--- src/rtl/fifo_write_ctrl.sv ---
// Async FIFO write side: binary/Gray write pointer, 2-flop read-pointer sync, FULL/level/OVERFLOW.
// Write-to-pointer latency 1 cycle, read-to-full 2 cycles; writes while FULL are dropped and flagged.
module fifo_write_ctrl #(
    parameter int DEPTH       = 8,
    parameter int AFULL_LEVEL = 6
) (
    input  logic                       wr_clk,
    input  logic                       wr_rst_n,
    input  logic                       wr_en,
    input  logic [$clog2(DEPTH):0]     rd_ptr_gray,
    output logic [$clog2(DEPTH):0]     wr_ptr,
    output logic [$clog2(DEPTH):0]     wr_ptr_gray,
    output logic [$clog2(DEPTH)-1:0]   wr_addr,
    output logic                       mem_we,
    output logic                       FULL,
    output logic                       ALMOST_FULL,
    output logic [$clog2(DEPTH):0]     wr_level,
    output logic                       OVERFLOW
);
    localparam int PB = $clog2(DEPTH);
    localparam logic [PB:0] AFULL_THR = (PB+1)'(AFULL_LEVEL);

    logic [PB:0] wr_ptr_q, wr_ptr_d;
    logic [PB:0] wr_gray_q, wr_gray_d;
    logic [PB:0] rd_sync1_q, rd_sync2_q;
    logic [PB:0] rd_ptr_wrclk;
    logic        overflow_q, overflow_d;
    logic        full;

    // Bit i of the binary value is the XOR of all Gray bits at or above i.
    always_comb begin
        rd_ptr_wrclk = '0;
        for (int i = 0; i <= PB; i++) begin
            rd_ptr_wrclk[i] = ^(rd_sync2_q >> i);
        end
    end

    assign full = (wr_ptr_q[PB] != rd_ptr_wrclk[PB]) &&
                  (wr_ptr_q[PB-1:0] == rd_ptr_wrclk[PB-1:0]);

    assign mem_we = wr_rst_n & wr_en & ~full;

    always_comb begin
        wr_ptr_d   = wr_ptr_q;
        wr_gray_d  = wr_gray_q;
        overflow_d = overflow_q | (wr_en & full);
        if (mem_we) begin
            wr_ptr_d  = wr_ptr_q + 1'b1;
            wr_gray_d = wr_ptr_d ^ (wr_ptr_d >> 1);
        end
    end

    always_ff @(posedge wr_clk) begin
        if (!wr_rst_n) begin
            wr_ptr_q   <= '0;
            wr_gray_q  <= '0;
            rd_sync1_q <= '0;
            rd_sync2_q <= '0;
            overflow_q <= 1'b0;
        end else begin
            wr_ptr_q   <= wr_ptr_d;
            wr_gray_q  <= wr_gray_d;
            rd_sync1_q <= rd_ptr_gray;
            rd_sync2_q <= rd_sync1_q;
            overflow_q <= overflow_d;
        end
    end

    assign wr_ptr      = wr_ptr_q;
    assign wr_ptr_gray = wr_gray_q;
    assign wr_addr     = wr_ptr_q[PB-1:0];
    assign FULL        = full;
    assign wr_level    = wr_ptr_q - rd_ptr_wrclk;
    assign ALMOST_FULL = (wr_level >= AFULL_THR);
    assign OVERFLOW    = overflow_q;

endmodule
--- config.mk ---
export PLATFORM = sky130hd
export DESIGN_NAME = fifo_write_ctrl
export DESIGN_NICKNAME = d
export VERILOG_FILES = /design/src/rtl/fifo_write_ctrl.sv
export SDC_FILE = /design/constraint.sdc
export NUM_CORES = 1
export LEC_CHECK = 0
export BUFFER_PORTS_ARGS = -buffer_cell sky130_fd_sc_hd__buf_2
export CORE_MARGIN = 5
export CORE_UTILIZATION = 49
export DETAILED_ROUTE_END_ITERATION = 12
export PLACE_DENSITY = 0.72
export SLEW_MARGIN = 5
export SYNTH_ARGS = -nofsm -noshare
export SYNTH_HDL_FRONTEND = slang
export SYNTH_SLANG_ARGS = --single-unit
--- constraint.sdc ---
create_clock -name wr_clk -period 3.15 [get_ports wr_clk]
set_input_delay 0.7875 -clock wr_clk [delete_from_list [all_inputs] [get_ports wr_clk]]
set_output_delay 0.7875 -clock wr_clk [all_outputs]
set_load 0.02 [all_outputs]
==> run metrics <==
Peak VDD IR=358 uV; Reg2Reg Depth=9; hold_ws=436 ps; Area after DPL=0.00101 mm2; GRT Util Overall=13.8%; period utilisation layout=103%; Power Density=452 mW/mm2; critical path launch point type=flop; relative slew slack=68.3%; failing checks=setup timing; Critical Path End Type=output pin; final setup violation count=1; antenna cells=0; leakage power=0.548 nW; Final #Nets=138; Async SR Flop Fraction=0%; Post-Syn Instances=94; first-pass GRT wire length=2780 um; RSZ-0062 raised after global routing=true; I/O pin cnt=26; number of synthesis warnings=0; worst min-delay path startpoint=rd_sync1_q[3]$_SDFF_PN0_; worst reg2reg setup slack=970 ps; CP Data Required Time=2360 ps; clk sinks=16; # DRC=0; die footprint=0.00273 mm2; max cap viols=0; drt pass-1 iters=4; WS Path Type=flop to output pin; Clock Pin Slew Worst Setup and Hold Paths=80 ps; WL/cell=12.7 um; fin. max-slew vios=0; grt total ovfl=0; CP Data Arrival Time=2460 ps; row count=15; Post-CTS Hold Buffers=0; Final min period=3250 ps; Hold Path Class=flop to flop; Die Wd=52.2 um; Hold Crit Depth=1; worst-path fanout max=2; design area=0.00121 mm2; core footprint=0.00171 mm2; post-DP HPWL=1240 um; antenna violations before repair=0; Post-Route Utilization=71.1%; syn_area_per_cell=9.29 um2; RD Place Congestion=0.842; FF+latch count, synth=16; DR vias/cell=4.77; Cell variety after synth=31; clock buffer depth=2; DR iter-0 viols=22; Worst Tran Pin Value=474 ps; CTS tree=yes; final worst-path setup slack=-97.0 ps; share of cells above drive strength 1=46.4%; largest net degree at the start of global routing=23; Final Hold Vio Count=0; Fmax=308 MHz; routed vias=716; Mapped Area=873 um2; worst setup path startpoint=rd_sync2_q[2]$_SDFF_PN0_; overall power=0.549 mW; Antenna Violating Nets Remaining=0; Initial Utilization=51.1%; Skew-Pair Late Insertion Delay=290 ps; number of synthesized flops with an enable pin=0; Top FF cell, synth=dfxtp_1; final setup skew=4.92 ps; I/O Buffers=25; Routed WL=1900 um; post-synth net total=105; clock root cell=clkbuf_4; FF-to-FF Start=rd_sync2_q[2]$_SDFF_PN0_; Die Height=52.2 um; Area Growth Syn to Fin=39.1%; outcome=complete, but fails checks; CTS Buf Count=3; number of H-tree levels=1; vias in the first global route=641; Seq/Total Area, Yosys=36.7%
-- through the flow --
stage	cells	setup TNS (ps)	setup slack, ps
2_1_floorplan	94	0	24.9
5_1_grt	150	-428	-242
4_1_cts	143	-69.5	-69.5
3_5_place_dp	138	-30.6	-30.6
6_report	150	-97.0	-97.0
3_3_place_gp	138	0	111
-- synth_stat cells, types with 2 or more instances --
library cell / instances / area share (%)
a21boi_1: 2 / 1.7
a21oi_1: 2 / 1.1
and2_1: 9 / 6.4
buf_4: 4 / 3.4
clkbuf_1: 2 / 0.86
dfxtp_1: 16 / 37
ha_1: 3 / 4.3
inv_1: 5 / 2.1
mux2i_1: 5 / 5.7
nand2_1: 12 / 5.2
nand4b_1: 2 / 2.0
nor2b_1: 2 / 1.4
o21ai_0: 3 / 1.7
or3_1: 2 / 1.4
xnor2_1: 8 / 8.0
xor2_1: 2 / 2.0
-- kinds of logic after synthesis --
| kind of cell | Yosys count | synth area share [%] |
|---|---|---|
| compound gates | 10 | 8.16 |
| xor+xnor | 10 | 10.0 |
| fa+ha+maj | 4 | 6.59 |
| buf+inv | 13 | 8.31 |
| flops | 16 | 36.7 |
| mux | 6 | 7.31 |
| simple gates | 35 | 22.9 |
-- state kept, by name (all words and copies together), names as in the netlist --
| signal | cells |
|---|---|
| OVERFLOW | 1 |
| rd_sync2_q | 4 |
| rd_sync1_q | 4 |
| wr_ptr_gray | 3 |
| wr_ptr | 4 |
-- power breakdown --
group          total (mW)  internal (mW)  switching, mW
combinational       0.220          0.108          0.113
clock               0.105         0.0445         0.0606
sequential          0.224          0.212         0.0115
total               0.549          0.365          0.185
-- area by class of cell --
| cell class | instances | area, um2 |
|---|---|---|
| multi-input cells | 65 | 581 |
| clock buffers | 3 | 22.5 |
| inverters | 5 | 18.8 |
| fillers | 128 | 493 |
| well taps | 25 | 31.3 |
| flip-flops and latches | 16 | 328 |
| repair buffers | 36 | 234 |
-- per-layer routing --
layer | vias up | track usage [%] | wire length, um
met5 | - | 0 | 0
li1 | 368 | - | -
met4 | 0 | 6.38 | 24
met1 | 325 | 15.0 | 819
met3 | 2 | 2.85 | 89
met2 | 21 | 25.1 | 970
-- placed cells by master (no fill, tap or decap), types with 2 or more instances in the layout --
cell type  count
buf_2         22
dfxtp_1       14
nand2_1       12
and2_1         9
buf_4          9
xnor2_1        6
mux2i_1        5
buf_6          5
inv_1          4
o21ai_0        3
clkbuf_4       3
nand4b_1       2
nor2b_4        2
xnor2_2        2
or3_1          2
a21boi_1       2
a21oi_1        2
dfxtp_4        2
-- repair_timing --
| action | in CTS | in global routing |
|---|---|---|
| setup endpoints to repair | 4 | 5 |
| gates cloned | 0 | 0 |
| pin swaps | 5 | 8 |
| setup buffers | 2 | 7 |
| resized for setup | 9 | 17 |
| hold endpoints to repair | 0 | 0 |
-- final timing paths --
| path | to |
|---|---|
| max reg2reg | wr_ptr[2]$_SDFFE_PN0P_ |
| min reg2reg | rd_sync2_q[3]$_SDFF_PN0_ |
| min | rd_sync2_q[3]$_SDFF_PN0_ |
| max | ALMOST_FULL |
-- worst max-delay path, stage by stage (launching register included) --
cell	delay [ps]
dfxtp_4	370
xor2_4	190
xnor2_2	180
xnor2_1	160
ha_2	240
inv_2	40
fa_2	340
xor2_2	170
xnor2_2	190
nand2_1	80
nand3b_1	100
buf_6	120
Power figures use the tool's default switching activity.
